### config.mk
export PLATFORM = sky130hd
export DESIGN_NAME = axil2cpuif_bridge
export DESIGN_NICKNAME = d
export VERILOG_FILES = /design/src/rtl/axil_cpuif_pkg.sv /design/src/rtl/axil2cpuif_bridge.sv
export SDC_FILE = /design/constraint.sdc
export NUM_CORES = 1
export LEC_CHECK = 0
export ABC_AREA = 1
export CAP_MARGIN = 5
export CORE_ASPECT_RATIO = 2
export CORE_MARGIN = 3
export CORE_UTILIZATION = 50
export CTS_CLUSTER_SIZE = 30
export DETAILED_ROUTE_END_ITERATION = 7
export PLACE_DENSITY = 0.85
export SYNTH_ARGS = -nofsm -noshare
export SYNTH_HDL_FRONTEND = slang
export SYNTH_SLANG_ARGS = --single-unit
### constraint.sdc
create_clock -name clk -period 4.9 [get_ports clk]
set_input_delay 0.98 -clock clk [delete_from_list [all_inputs] [get_ports clk]]
set_output_delay 0.98 -clock clk [all_outputs]
set_load 0.005 [all_outputs]
### src/rtl/axil_cpuif_pkg.sv
// Shared types and helpers for the AXI4-Lite to CPU-interface bridge.
//   state_e      : bridge FSM state (IDLE, REQ, WAIT, RESP)
//   RESP_OKAY    : AXI OKAY response code
//   RESP_SLVERR  : AXI SLVERR response code
//   strb2biten() : expands one write-strobe bit into a byte of bit enables
package axil_cpuif_pkg;

  typedef enum logic [1:0] {
    IDLE = 2'd0,
    REQ  = 2'd1,
    WAIT = 2'd2,
    RESP = 2'd3
  } state_e;

  localparam logic [1:0] RESP_OKAY   = 2'b00;
  localparam logic [1:0] RESP_SLVERR = 2'b10;

  function automatic logic [7:0] strb2biten(input logic strb);
    return {8{strb}};
  endfunction

endpackage

### src/rtl/axil2cpuif_bridge.sv
// AXI4-Lite slave that turns single AXI transactions into a strobe-style
// register CPU interface (req / rd_ack / wr_ack / err).
//
// Parameters: ADDR_W (CPU address width), DATA_W (multiple of 8),
//             TIMEOUT_CYCLES (wait-state limit, timeout build only).
// Build option: define AXIL_CPUIF_TIMEOUT_EN to add the bus-hang timeout
//   that forces SLVERR (rdata 0) after TIMEOUT_CYCLES in REQ/WAIT.
//
// Ports:
//   clk, rst_n              clock, asynchronous active-low reset
//   s_aw*, s_w*, s_b*       AXI write address / data / response channels
//   s_ar*, s_r*             AXI read address / data channels
//   cpuif_req*              request strobe, direction, address, data, bit enables
//   cpuif_req_stall         regblock cannot accept the request this cycle
//   cpuif_rd_ack/err/data   read completion from the regblock
//   cpuif_wr_ack/err        write completion from the regblock
//   dbg_state               current FSM state for observation
//
// Handshake semantics: every AXI channel transfers on a rising edge where
// valid and ready are both high. A valid, once raised by this block, is held
// with stable payload until its ready is seen; readies never wait on valids.
module axil2cpuif_bridge
  import axil_cpuif_pkg::*;
#(
  parameter int unsigned ADDR_W         = 32,
  parameter int unsigned DATA_W         = 32,
  parameter int unsigned TIMEOUT_CYCLES = 256
) (
  input  logic                clk,
  input  logic                rst_n,
  input  logic                s_awvalid,
  output logic                s_awready,
  input  logic [31:0]         s_awaddr,
  input  logic                s_wvalid,
  output logic                s_wready,
  input  logic [DATA_W-1:0]   s_wdata,
  input  logic [DATA_W/8-1:0] s_wstrb,
  output logic                s_bvalid,
  input  logic                s_bready,
  output logic [1:0]          s_bresp,
  input  logic                s_arvalid,
  output logic                s_arready,
  input  logic [31:0]         s_araddr,
  output logic                s_rvalid,
  input  logic                s_rready,
  output logic [DATA_W-1:0]   s_rdata,
  output logic [1:0]          s_rresp,
  output logic                cpuif_req,
  output logic                cpuif_req_is_wr,
  output logic [ADDR_W-1:0]   cpuif_addr,
  output logic [DATA_W-1:0]   cpuif_wr_data,
  output logic [DATA_W-1:0]   cpuif_wr_biten,
  input  logic                cpuif_req_stall,
  input  logic                cpuif_rd_ack,
  input  logic                cpuif_rd_err,
  input  logic [DATA_W-1:0]   cpuif_rd_data,
  input  logic                cpuif_wr_ack,
  input  logic                cpuif_wr_err,
  output state_e              dbg_state
);

  localparam int STRB_W = int'(DATA_W / 8);

  if ((DATA_W % 8) != 0 || ADDR_W > 32 || TIMEOUT_CYCLES == 0) begin : g_bad_params
    $error("axil2cpuif_bridge: illegal parameter combination");
  end

  state_e state, state_next;

  // Readies are held low until the first edge after reset release.
  logic out_of_reset;

  logic                aw_full, w_full, ar_full;
  logic [ADDR_W-1:0]   aw_addr, ar_addr;
  logic [DATA_W-1:0]   w_data;
  logic [STRB_W-1:0]   w_strb;

  logic                prio_wr;   // 0: read wins the next conflict
  logic                cur_is_wr;
  logic [ADDR_W-1:0]   cur_addr;
  logic [DATA_W-1:0]   cur_data;
  logic [STRB_W-1:0]   cur_strb;
  logic [1:0]          resp_q;
  logic [DATA_W-1:0]   rdata_q;

  logic aw_hs, w_hs, ar_hs;
  logic wr_elig, rd_elig;
  logic issue_wr, issue_rd;
  logic ack_window, ack_hit, ack_err;
  logic resp_done;
  logic timeout_hit;

  assign s_awready = out_of_reset & ~aw_full;
  assign s_wready  = out_of_reset & ~w_full;
  assign s_arready = out_of_reset & ~ar_full;

  assign aw_hs = s_awvalid & s_awready;
  assign w_hs  = s_wvalid  & s_wready;
  assign ar_hs = s_arvalid & s_arready;

  // A transfer arriving this cycle already counts as held, which gives the
  // single-cycle AR/AW-to-req latency.
  assign wr_elig = (aw_full | aw_hs) & (w_full | w_hs);
  assign rd_elig = ar_full | ar_hs;

  always_comb begin
    issue_wr = 1'b0;
    issue_rd = 1'b0;
    if (state == IDLE) begin
      if (wr_elig && rd_elig) begin
        issue_wr = prio_wr;
        issue_rd = ~prio_wr;
      end else begin
        issue_wr = wr_elig;
        issue_rd = rd_elig;
      end
    end
  end

  // Acks count only in WAIT or in an accepted REQ cycle; the other type's
  // ack and acks in IDLE/RESP fall through unused.
  assign ack_window = ((state == REQ) && !cpuif_req_stall) || (state == WAIT);
  assign ack_hit    = ack_window && (cur_is_wr ? cpuif_wr_ack : cpuif_rd_ack);
  assign ack_err    = cur_is_wr ? cpuif_wr_err : cpuif_rd_err;
  assign resp_done  = (state == RESP) && (cur_is_wr ? s_bready : s_rready);

`ifdef AXIL_CPUIF_TIMEOUT_EN
  localparam int unsigned TO_W = $clog2(TIMEOUT_CYCLES + 1);
  logic [TO_W-1:0] to_cnt;

  // Counts cycles spent in REQ/WAIT; zero whenever a request is entered.
  always_ff @(posedge clk or negedge rst_n) begin
    if (!rst_n) begin
      to_cnt <= '0;
    end else if (state == REQ || state == WAIT) begin
      to_cnt <= to_cnt + TO_W'(1);
    end else begin
      to_cnt <= '0;
    end
  end

  assign timeout_hit = (state == REQ || state == WAIT) &&
                       (to_cnt == TO_W'(TIMEOUT_CYCLES - 1)) && !ack_hit;
`else
  assign timeout_hit = 1'b0;
`endif

  // State register
  always_ff @(posedge clk or negedge rst_n) begin
    if (!rst_n) begin
      state <= IDLE;
    end else begin
      state <= state_next;
    end
  end

  // Next-state logic
  always_comb begin
    state_next = state;
    unique case (state)
      IDLE: if (issue_wr || issue_rd) state_next = REQ;
      REQ: begin
        if (timeout_hit) begin
          state_next = RESP;
        end else if (!cpuif_req_stall) begin
          state_next = ack_hit ? RESP : WAIT;
        end
      end
      WAIT: if (ack_hit || timeout_hit) state_next = RESP;
      RESP: if (resp_done) state_next = IDLE;
      default: state_next = IDLE;
    endcase
  end

  // Output logic
  always_comb begin
    cpuif_req       = (state == REQ);
    cpuif_req_is_wr = cur_is_wr;
    cpuif_addr      = cur_addr;
    cpuif_wr_data   = cur_data;
    cpuif_wr_biten  = '0;
    for (int i = 0; i < STRB_W; i++) begin
      cpuif_wr_biten[8*i +: 8] = strb2biten(cur_strb[i]);
    end
    s_bvalid  = (state == RESP) && cur_is_wr;
    s_rvalid  = (state == RESP) && !cur_is_wr;
    s_bresp   = resp_q;
    s_rresp   = resp_q;
    s_rdata   = rdata_q;
    dbg_state = state;
  end

  always_ff @(posedge clk or negedge rst_n) begin
    if (!rst_n) begin
      out_of_reset <= 1'b0;
    end else begin
      out_of_reset <= 1'b1;
    end
  end

  // Holding slots: freed when their transaction is issued, so the next
  // request can queue behind the one in flight.
  always_ff @(posedge clk or negedge rst_n) begin
    if (!rst_n) begin
      aw_full <= 1'b0;
      w_full  <= 1'b0;
      ar_full <= 1'b0;
      aw_addr <= '0;
      ar_addr <= '0;
      w_data  <= '0;
      w_strb  <= '0;
    end else begin
      if (issue_wr) begin
        aw_full <= 1'b0;
        w_full  <= 1'b0;
      end else begin
        if (aw_hs) aw_full <= 1'b1;
        if (w_hs)  w_full  <= 1'b1;
      end
      if (issue_rd) begin
        ar_full <= 1'b0;
      end else if (ar_hs) begin
        ar_full <= 1'b1;
      end
      if (aw_hs) aw_addr <= s_awaddr[ADDR_W-1:0];
      if (ar_hs) ar_addr <= s_araddr[ADDR_W-1:0];
      if (w_hs) begin
        w_data <= s_wdata;
        w_strb <= s_wstrb;
      end
    end
  end

  // Current transaction, arbitration flag and response registers.
  always_ff @(posedge clk or negedge rst_n) begin
    if (!rst_n) begin
      prio_wr   <= 1'b0;
      cur_is_wr <= 1'b0;
      cur_addr  <= '0;
      cur_data  <= '0;
      cur_strb  <= '0;
      resp_q    <= RESP_OKAY;
      rdata_q   <= '0;
    end else begin
      // Only a real conflict flips priority, so back-to-back conflicting
      // pairs alternate their order.
      if (state == IDLE && wr_elig && rd_elig) prio_wr <= ~prio_wr;
      if (issue_wr) begin
        cur_is_wr <= 1'b1;
        cur_addr  <= aw_full ? aw_addr : s_awaddr[ADDR_W-1:0];
        cur_data  <= w_full ? w_data : s_wdata;
        cur_strb  <= w_full ? w_strb : s_wstrb;
      end else if (issue_rd) begin
        cur_is_wr <= 1'b0;
        cur_addr  <= ar_full ? ar_addr : s_araddr[ADDR_W-1:0];
      end
      if (ack_hit) begin
        resp_q <= ack_err ? RESP_SLVERR : RESP_OKAY;
        if (!cur_is_wr) rdata_q <= cpuif_rd_data;
      end else if (timeout_hit) begin
        resp_q <= RESP_SLVERR;
        if (!cur_is_wr) rdata_q <= '0;
      end
    end
  end

endmodule

==> impl_metrics.py, run 1 <==
metrics = {
    "yosys": {
        "ys_seq_elements": 209,
        "netlist_area_um2": 9830,
        "synthAdderAreaFrac_pct": 0.636,
        "synthesis.instances": 1248,
        "synth_edf_count": 0,
        "synth_compound_area_share_pct": 12.4,
        "synth.distinct_cells": 27,
        "syn_area_per_cell_um2": 7.88,
        "synth_top_family_by_area": "simple AND/OR/NAND/NOR gates",
        "synth_ff_type": "dfrtp_1",
        "synth_xor_area_share_pct": 0.0891,
        "synthSimpleGateAreaFrac_pct": 22.1,
        "ys_async_sr_fraction_pct": 100,
        "ys_seq_area_share_pct": 53.2,
        "synth_mux_area_share_pct": 0.102,
        "ys_warn_count": 0,
    },
    "pwr": {
        "p_seq_share_pct": 36.8,
        "leakage_nw": 6.56,
        "power_density_nw_per_um2": 622,
        "intPower_mw": 5.11,
        "p_sw_share_pct": 37.7,
        "combPwrFrac_pct": 43.9,
        "switchingPower_mw": 3.10,
        "pwr-share-clk_pct": 19.3,
        "ir_worst_vdd_mv": 0.399,
    },
    "sta": {
        "fin_ws_ns": 1.71,
        "finalSetupViolCount": 0,
        "fin_skew_ns": 0.0113,
        "clock.fmax_ghz": 0.313,
        "period_needed_ns": 3.19,
        "worst-slew-pin-transition_ns": 1.12,
        "slew_viol_final": 0,
        "hold_violations": 0,
        "slew_headroom_pct": 24.8,
        "fin_setup_tns_ns": 0,
        "rsz0062_at_grt": "no",
        "fin_crit_sh_pct": 65.2,
    },
    "place": {
        "dp_hpwl_um": 19300,
        "port_buffers": 282,
        "gp_congestion": 0.827,
        "place_ws_ns": 1.20,
        "dp_cells": 1696,
    },
    "cts": {
        "holdBufCountCts": 0,
        "post-cts-setup-buffers": 0,
        "cts-buffers-inserted": 20,
        "cts_tree": "built",
        "ctsResizeCount": 0,
        "cts-htree-levels": 1,
        "cts_sinks": 209,
        "root_buffer": "clkbuf_16",
        "ctsLongestPathBuffers": 3,
        "clkLatencyLatePin_ns": 0.49,
        "cts.clk_slew.worst_paths_ns": 0.06,
    },
    "routing": {
        "antenna_left": 0,
        "dr_wl_met3_um": 1340,
        "wl_met1_um": 9740,
        "wl_met2_um": 14900,
        "vias": 8812,
        "drc": 0,
        "vias_per_cell": 5.09,
        "wl_per_cell_um": 15.8,
        "drt_iter0_drc": 321,
        "wl_um": 27400,
        "dr.pass1.iters": 5,
        "maxUsedRoutingLayer": "met4",
    },
    "grt": {
        "antenna_found_initial": 1,
        "grt_pass1_vias": 8866,
        "grt_pass1_wl_um": 43600,
        "grt_usage_pct": 25.1,
        "grt_overflow_total": 0,
        "grt_max_degree": 121,
    },
    "layout": {
        "drive_gt1_share_pct": 4.01,
        "fin_nets": 1608,
        "syn_to_final_growth_pct": 34.1,
        "instances_no_fill": 1732,
        "fill_cells": 1544,
    },
    "worst_setup_path": {
        "cp_data_required_time_ns": 5.32,
        "arrival_ns": 3.61,
        "crit_path_start_kind": "primary input",
        "crit_type": "primary input to register",
        "worst-path-max-fanout": 38,
        "cp-end-kind": "register",
    },
    "run_status": {
        "outcome": "completed",
    },
    "floorplan": {
        "initial_core_util_pct": 50.8,
        "rows": 72,
        "io_pins": 285,
        "die_w_um": 105,
        "coreArea_um2": 19400,
        "die_h_um": 204,
        "dieArea_um2": 21500,
    },
    "run": {
        "cap_viol_max_count": 0,
    },
    "worst_hold_path": {
        "hold_class": "register to register",
    },
}
-- worst paths after layout --
| check | from | endpoint | slack [ns] | depth (start not counted) |
|---|---|---|---|---|
| worst max-delay path | s_wvalid | cpuif_wr_data[10]$_DFFE_PN0N_ | 1.71 | 8 |
| worst min-delay path | aw_addr[26]$_DFFE_PN0P_ | aw_addr[26]$_DFFE_PN0P_ | 0.48 | 2 |
| worst max register to register | dbg_state[0]$_DFFE_PN0P_ | cpuif_wr_data[10]$_DFFE_PN0N_ | 1.81 | 6 |
| worst min register to register | aw_addr[26]$_DFFE_PN0P_ | aw_addr[26]$_DFFE_PN0P_ | 0.48 | 2 |
| max in group asynchronous | rst_n | ar_addr[7]$_DFFE_PN0P_ | 3.17 | 2 |
| min in group asynchronous | rst_n | ar_addr[22]$_DFFE_PN0P_ | 0.60 | 1 |
-- critical path, cell delays in order --
cell and delay [ns]:
clkdlybuf4s50_1 0.52, a21oi_2 0.09, nor2_4 0.13, buf_4 0.35, nand3_2 0.53, inv_2 0.75, nand2_1 0.13, nand2_1 0.10
-- cells in the mapped netlist, types with 5 or more instances --
cell	n	area share, %
dfrtp_1	209	53
inv_1	143	5.5
o21ai_0	206	10
a21oi_1	28	1.4
nor2_1	32	1.2
ha_1	5	0.64
nand2_1	432	16
buf_2	15	0.76
nand3_1	37	1.9
nand4_1	32	2.0
buf_4	36	2.7
clkbuf_1	46	1.8
-- placed cells by master, fill, tap and decap left out --
| master | instances |
|---|---|
| nor2_1 | 32 |
| clkbuf_16 | 21 |
| nor2_4 | 1 |
| dfrtp_1 | 207 |
| dfrtp_2 | 2 |
| inv_1 | 143 |
| a21o_1 | 1 |
| nand3_1 | 36 |
| bufinv_16 | 1 |
| clkinv_1 | 1 |
| a21oi_1 | 28 |
| xor2_1 | 1 |
| clkinvlp_4 | 1 |
| ha_1 | 5 |
| inv_2 | 3 |
| conb_1 | 3 |
| mux2i_1 | 1 |
| o21bai_1 | 1 |
| clkdlybuf4s50_1 | 281 |
| o21ai_1 | 4 |
| clkbuf_8 | 7 |
| nand4_1 | 32 |
| nand3_2 | 2 |
| nand2_1 | 430 |
| nor3b_4 | 1 |
| clkbuf_1 | 1 |
| diode_2 | 1 |
| a21oi_2 | 2 |
| clkinv_2 | 5 |
| buf_4 | 10 |
| o21ai_0 | 206 |
| nand2_2 | 3 |
-- power by group through the flow --
stage	Sequential [mW]	Clock, mW	Combinational [mW]
3_3_place_gp	3.00	0	3.47
4_1_cts	3.02	1.61	3.64
2_1_floorplan	2.95	0	2.09
5_1_grt	3.11	1.68	4.05
6_report	3.02	1.58	3.60
3_5_place_dp	3.02	0	3.61
-- layout make-up --
type / instances / area (µm²) / area share [%]
clock buffer: 28 / 612 / 4.64
antenna: 1 / 2.50 / 0.0190
tap: 259 / 324 / 2.46
inverter: 147 / 552 / 4.18
sequential: 209 / 5230 / 39.7
multi-input combinational: 789 / 3500 / 26.5
timing repair buffer: 292 / 2900 / 22.0
clock inverter: 7 / 62.6 / 0.474
-- flip-flops by register name (all words and copies together) (netlist names), 2 cells and up --
register       flops
ar_addr           32
aw_addr           32
cpuif_addr        32
cpuif_wr_data     32
cur_strb           4
dbg_state          2
s_rdata           32
w_data            32
w_strb             4
-- layer usage --
layer | vias up | track usage [%]
li1 | 4295 | -
met3 | 84 | 3.57
met1 | 4147 | 27.8
met4 | 0 | 12.9
met2 | 286 | 46.2
met5 | - | 0
-- metrics by stage --
step / utilization [%] / area, µm² / total power [mW] / hold slack (ns)
after floorplan: - / 9840 / 5.04 / 0.448
after global placement: 64.6 / 12500 / 6.47 / 0.461
after detailed placement: 64.6 / 12500 / 6.63 / 0.464
after CTS: 68.1 / 13200 / 8.27 / 0.484
after global routing: 68.1 / 13200 / 8.84 / 0.504
final: 68.1 / 13200 / 8.20 / 0.479
-- cells by family after synthesis --
| family | Yosys count |
|---|---|
| AO/OA/AOI/OAI | 242 |
| other | 2 |
| multiplexers | 1 |
| buffers and inverters | 251 |
| flip-flops | 209 |
| AND/OR/NAND/NOR | 537 |
| XOR/XNOR | 1 |
| adder cells (fa/ha/maj) | 5 |
(Power assumes the default switching activity.)
==> run 2, diff against run 1 <==
- CORE_UTILIZATION: 50 -> 48
- PLACE_DENSITY: 0.85 -> 0.82
- clock period: 4.9 -> 3 ns (I/O delays scaled with it)
==> impl_metrics.py, run 2 (synthesis gave the netlist of run 1 again) <==
metrics = {
    "routing": {
        "dr.pass1.iters": 5,
        "vias_per_cell": 5.02,
        "wl_um": 27600,
        "drc": 0,
        "vias": 8747,
        "drt_iter0_drc": 327,
        "antenna_left": 0,
        "wl_per_cell_um": 15.8,
    },
    "grt": {
        "grtUsageMet3_pct": 4.87,
        "antenna_found_initial": 2,
        "grt_pass1_wl_um": 44600,
        "use_met2_pct": 44.5,
        "busiest_layer": "met2",
        "globalRouteMet1Util_pct": 26.5,
        "grt_overflow_total": 0,
        "grt_max_degree": 73,
        "grt_pass1_vias": 8971,
        "grt_usage_pct": 24.8,
    },
    "floorplan": {
        "die_h_um": 208,
        "rows": 73,
        "io_pins": 285,
        "coreArea_um2": 20000,
        "die_w_um": 107,
        "dieArea_um2": 22300,
        "initial_core_util_pct": 49.2,
    },
    "sta": {
        "whs_ns": 0.113,
        "worst-slew-pin-transition_ns": 0.718,
        "rsz0062_at_grt": "no",
        "fin_crit_sh_pct": 82.6,
        "slew_headroom_pct": 52.1,
        "fin_skew_ns": 0.0109,
        "finalSetupViolCount": 0,
        "hold_violations": 0,
        "period_needed_ns": 2.48,
        "slew_viol_final": 0,
        "clock.fmax_ghz": 0.404,
        "fin_setup_tns_ns": 0,
    },
    "layout": {
        "drive_gt1_share_pct": 4.39,
        "syn_to_final_growth_pct": 35.4,
        "fin_nets": 1615,
        "final_common_cell": "nand2_1",
        "layout_common_cells": "nand2_1, clkdlybuf4s50_1, dfrtp_1, o21ai_0, inv_1",
        "instances_no_fill": 1743,
        "fill_cells": 1577,
        "fin_area_um2": 13300,
        "fin_util_pct": 66.5,
    },
    "pwr": {
        "combPwrFrac_pct": 43.7,
        "intPower_mw": 8.45,
        "p_seq_share_pct": 36.7,
        "leakage_nw": 6.62,
        "switchingPower_mw": 5.04,
        "pwr-share-clk_pct": 19.5,
        "power_density_nw_per_um2": 1010,
        "ir_worst_vdd_mv": 0.679,
        "p_sw_share_pct": 37.4,
    },
    "run_status": {
        "outcome": "completed",
    },
    "cts": {
        "cts_tree": "built",
        "cts_sinks": 209,
        "root_buffer": "clkbuf_16",
        "ctsResizeCount": 0,
        "cts-buffers-inserted": 20,
        "post-cts-setup-buffers": 0,
        "cts.clk_slew.worst_paths_ns": 0.07,
        "ctsLongestPathBuffers": 3,
        "holdBufCountCts": 0,
        "cts-htree-levels": 1,
        "clkLatencyLatePin_ns": 0.49,
    },
    "worst_setup_path": {
        "critPathTopFamily": "buffers and inverters",
        "timing.rr.start": "dbg_state[1]$_DFFE_PN0P_",
        "cp-end-kind": "output port",
        "crit_path_start_kind": "register",
        "cp_data_required_time_ns": 2.40,
        "cp_num_buf_inv": 2,
        "critPathSlowestCell": "clkdlybuf4s50_1",
        "crit_type": "register to output port",
        "path_depth": 3,
        "worst-path-max-fanout": 4,
        "crit_end": "s_wready",
        "critPathLaunch": "out_of_reset$_DFF_PN0_",
        "r2r_slack_ns": 0.78,
        "r2r_end": "s_rdata[26]$_DFFE_PN0P_",
        "crit_chain": "inv_1 -> nor2_1 -> clkdlybuf4s50_1",
        "arrival_ns": 1.88,
        "reg2reg_depth": 8,
        "slowest_delay_ns": 0.58,
    },
    "place": {
        "place_area_um2": 12600,
        "gp_congestion": 0.854,
        "port_buffers": 282,
        "dp_hpwl_um": 19900,
        "dp_cells": 1706,
    },
    "run": {
        "cap_viol_max_count": 0,
    },
    "worst_hold_path": {
        "hold_class": "primary input to async pin",
    },
}
[run 2: power groups by stage]
stage | combinational (mW) | sequential (mW) | clock [mW]
after floorplan | 3.42 | 4.82 | 0
after global placement | 5.74 | 4.94 | 0
after detailed placement | 5.94 | 4.98 | 0
after CTS | 5.99 | 4.96 | 2.69
after global routing | 6.66 | 5.11 | 2.82
final | 5.90 | 4.96 | 2.64
[run 2: cell type report]
| cell class | instances | area [µm²] | share of cell area (%) |
|---|---|---|---|
| Timing Repair Buffer | 299 | 3000 | 22.6 |
| Multi-Input combinational cell | 789 | 3500 | 26.3 |
| Antenna cell | 2 | 5.00 | 0.0376 |
| Sequential cell | 209 | 5230 | 39.3 |
| Inverter | 147 | 552 | 4.15 |
| Clock inverter | 7 | 88.8 | 0.667 |
| Clock buffer | 28 | 602 | 4.52 |
| Tap cell | 262 | 328 | 2.46 |
[run 2: worst min-delay path by stage]
| stage | cells after the start | slack, ns | end | start |
|---|---|---|---|---|
| after detailed placement | 2 | 0.46 | cpuif_addr[20]$_DFFE_PN0P_ | cpuif_addr[20]$_DFFE_PN0P_ |
| after CTS | 1 | 0.12 | ar_addr[4]$_DFFE_PN0P_ | rst_n |
| after global placement | 2 | 0.46 | aw_addr[30]$_DFFE_PN0P_ | aw_addr[30]$_DFFE_PN0P_ |
| final | 1 | 0.11 | ar_addr[4]$_DFFE_PN0P_ | rst_n |
| after floorplan | 0 | 0.30 | ar_addr[0]$_DFFE_PN0P_ | rst_n |
| after global routing | 1 | 0.14 | cpuif_addr[2]$_DFFE_PN0P_ | rst_n |
[run 2: metrics by stage]
| stage | worst slack [ns] | power (mW) |
|---|---|---|
| after global routing | 0.394 | 14.6 |
| final | 0.522 | 13.5 |
| after detailed placement | 0.303 | 10.9 |
| after global placement | 0.403 | 10.7 |
| after floorplan | 1.34 | 8.23 |
| after CTS | 0.489 | 13.6 |
[run 2: routing by layer]
layer	part of all wire, %	up-vias
met4	6.2	0
met5	0	-
met3	5.5	80
li1	-	4308
met1	34	4067
met2	54	292
==> run 3, diff against run 2 <==
- clock period: 3 -> 2.46 ns (I/O delays scaled with it)
==> impl_metrics.py, run 3 (synthesis gave the netlist of run 1 again) <==
metrics = {
    "sta": {
        "worst-slew-pin-transition_ns": 0.728,
        "slew_headroom_pct": 51.4,
        "fin_crit_sh_pct": 96.6,
        "fin_skew_ns": 0.0102,
        "finalSetupViolCount": 0,
        "rsz0062_at_grt": "no",
        "slew_viol_final": 0,
        "period_needed_ns": 2.38,
        "clock.fmax_ghz": 0.421,
        "hold_violations": 0,
        "fin_setup_tns_ns": 0,
        "whs_ns": 0.479,
        "fin_ws_ns": 0.0829,
    },
    "layout": {
        "fin_area_um2": 13400,
        "final_common_cell": "nand2_1",
        "fin_nets": 1619,
        "layout_common_cells": "nand2_1, clkdlybuf4s50_1, dfrtp_1, o21ai_0, inv_1",
        "fin_util_pct": 66.8,
        "syn_to_final_growth_pct": 35.8,
        "drive_gt1_share_pct": 4.52,
    },
    "worst_setup_path": {
        "crit_chain": "ha_1 -> inv_1 -> nor2_1 -> clkdlybuf4s50_1",
        "arrival_ns": 1.89,
        "cp-end-kind": "output port",
        "critPathSlowestCell": "clkdlybuf4s50_1",
        "crit_path_start_kind": "register",
        "cp_data_required_time_ns": 1.97,
        "worst-path-max-fanout": 6,
        "crit_type": "register to output port",
        "slowest_delay_ns": 0.55,
    },
    "grt": {
        "grt_pass1_wl_um": 44400,
        "grt_usage_pct": 24.7,
        "grt_pass1_vias": 9025,
        "grt_max_degree": 73,
        "antenna_found_initial": 1,
        "grt_overflow_total": 0,
    },
    "routing": {
        "vias": 8707,
        "drc": 0,
        "antenna_left": 0,
        "wl_um": 27300,
        "vias_per_cell": 4.99,
        "drt_iter0_drc": 399,
        "dr.pass1.iters": 7,
        "wl_per_cell_um": 15.7,
    },
    "place": {
        "port_buffers": 282,
        "dp_hpwl_um": 19500,
        "place_ws_ns": 0.277,
        "place_area_um2": 12700,
        "gp_congestion": 0.865,
    },
    "pwr": {
        "pwr-share-clk_pct": 19.6,
        "switchingPower_mw": 6.13,
        "intPower_mw": 10.4,
        "combPwrFrac_pct": 43.9,
        "p_sw_share_pct": 37.1,
        "p_seq_share_pct": 36.5,
        "power_density_nw_per_um2": 1240,
        "leakage_nw": 6.64,
        "ir_worst_vdd_mv": 0.839,
    },
    "run": {
        "cap_viol_max_count": 0,
    },
    "floorplan": {
        "die_w_um": 107,
        "rows": 73,
        "initial_core_util_pct": 49.2,
        "dieArea_um2": 22300,
        "die_h_um": 208,
        "coreArea_um2": 20000,
        "io_pins": 285,
    },
    "cts": {
        "root_buffer": "clkbuf_16",
        "cts_tree": "built",
        "cts.clk_slew.worst_paths_ns": 0.07,
        "cts-htree-levels": 1,
        "post-cts-setup-buffers": 0,
        "ctsLongestPathBuffers": 3,
        "cts_sinks": 209,
        "clkLatencyLatePin_ns": 0.48,
        "cts-buffers-inserted": 19,
    },
    "worst_hold_path": {
        "hold_class": "register to register",
    },
    "run_status": {
        "outcome": "completed",
    },
}
run 3: cell types whose count changed in the layout (fill, tap and decap cells not counted), sizes merged:
cell,delta
clkinv,-2
dlygate4sd3,+1
bufinv,+2
clkbuf,-2
diode,-1
buf,+4
run 3: power groups by stage:
stage	Combinational [mW]	Sequential, mW	Clock [mW]
2_1_floorplan	4.17	5.87	0
3_5_place_dp	7.30	6.06	0
3_3_place_gp	7.08	6.00	0
4_1_cts	7.34	6.03	3.32
6_report	7.26	6.03	3.24
5_1_grt	8.17	6.22	3.47
run 3: timing repair:
item,in CTS,in global routing
hold buffers,1,0
setup endpoints to repair,0,1
gates resized for setup,0,1
hold endpoints to repair,30,0
run 3: critical path, delay by kind of cell (launching register included):
family | cells | cell delay [ns]
buffers and inverters | 2 | 0.60
and+or+nand+nor | 1 | 0.13
adders and majority gates | 1 | 0.23
DFF | 1 | 0.45
run 3: layout make-up:
type                    instances  area [µm²]
diodes                          1        2.50
clock buffers                  26         542
clock inverters                 7         139
fillers                      1604        6650
inverters                     147         552
multi-input cells             789        3500
flip-flops and latches        209        5230
well taps                     262         328
repair buffers                304        3060
run 3: path summary, 6_finish.rpt:
check | from | cells after the start | endpoint | slack, ns
worst max-delay path | dbg_state[1]$_DFFE_PN0P_ | 4 | s_rvalid | 0.08
worst min-delay path | cpuif_wr_data[7]$_DFFE_PN0N_ | 2 | cpuif_wr_data[7]$_DFFE_PN0N_ | 0.48
min in group asynchronous | rst_n | 2 | ar_addr[5]$_DFFE_PN0P_ | 0.54
worst min register to register | cpuif_wr_data[7]$_DFFE_PN0N_ | 2 | cpuif_wr_data[7]$_DFFE_PN0N_ | 0.48
worst max register to register | dbg_state[0]$_DFFE_PN0P_ | 7 | cpuif_addr[30]$_DFFE_PN0P_ | 0.61
max in group asynchronous | rst_n | 3 | s_rdata[6]$_DFFE_PN0P_ | 1.14
run 3: per-stage QoR:
stage / cells / total power, mW
floorplan: 1249 / 10.0
global placement: 1710 / 13.1
detailed placement: 1710 / 13.4
CTS: 1744 / 16.7
global route: 1745 / 17.9
finish: 1745 / 16.5
run 3: layer usage:
layer / share of wire [%] / vias up / global-route usage [%]
met2: 55 / 269 / 46.2
met1: 34 / 4059 / 26.1
met5: 0 / - / 0
met4: 5.1 / 0 / 11.4
li1: - / 4311 / -
met3: 5.9 / 68 / 4.35
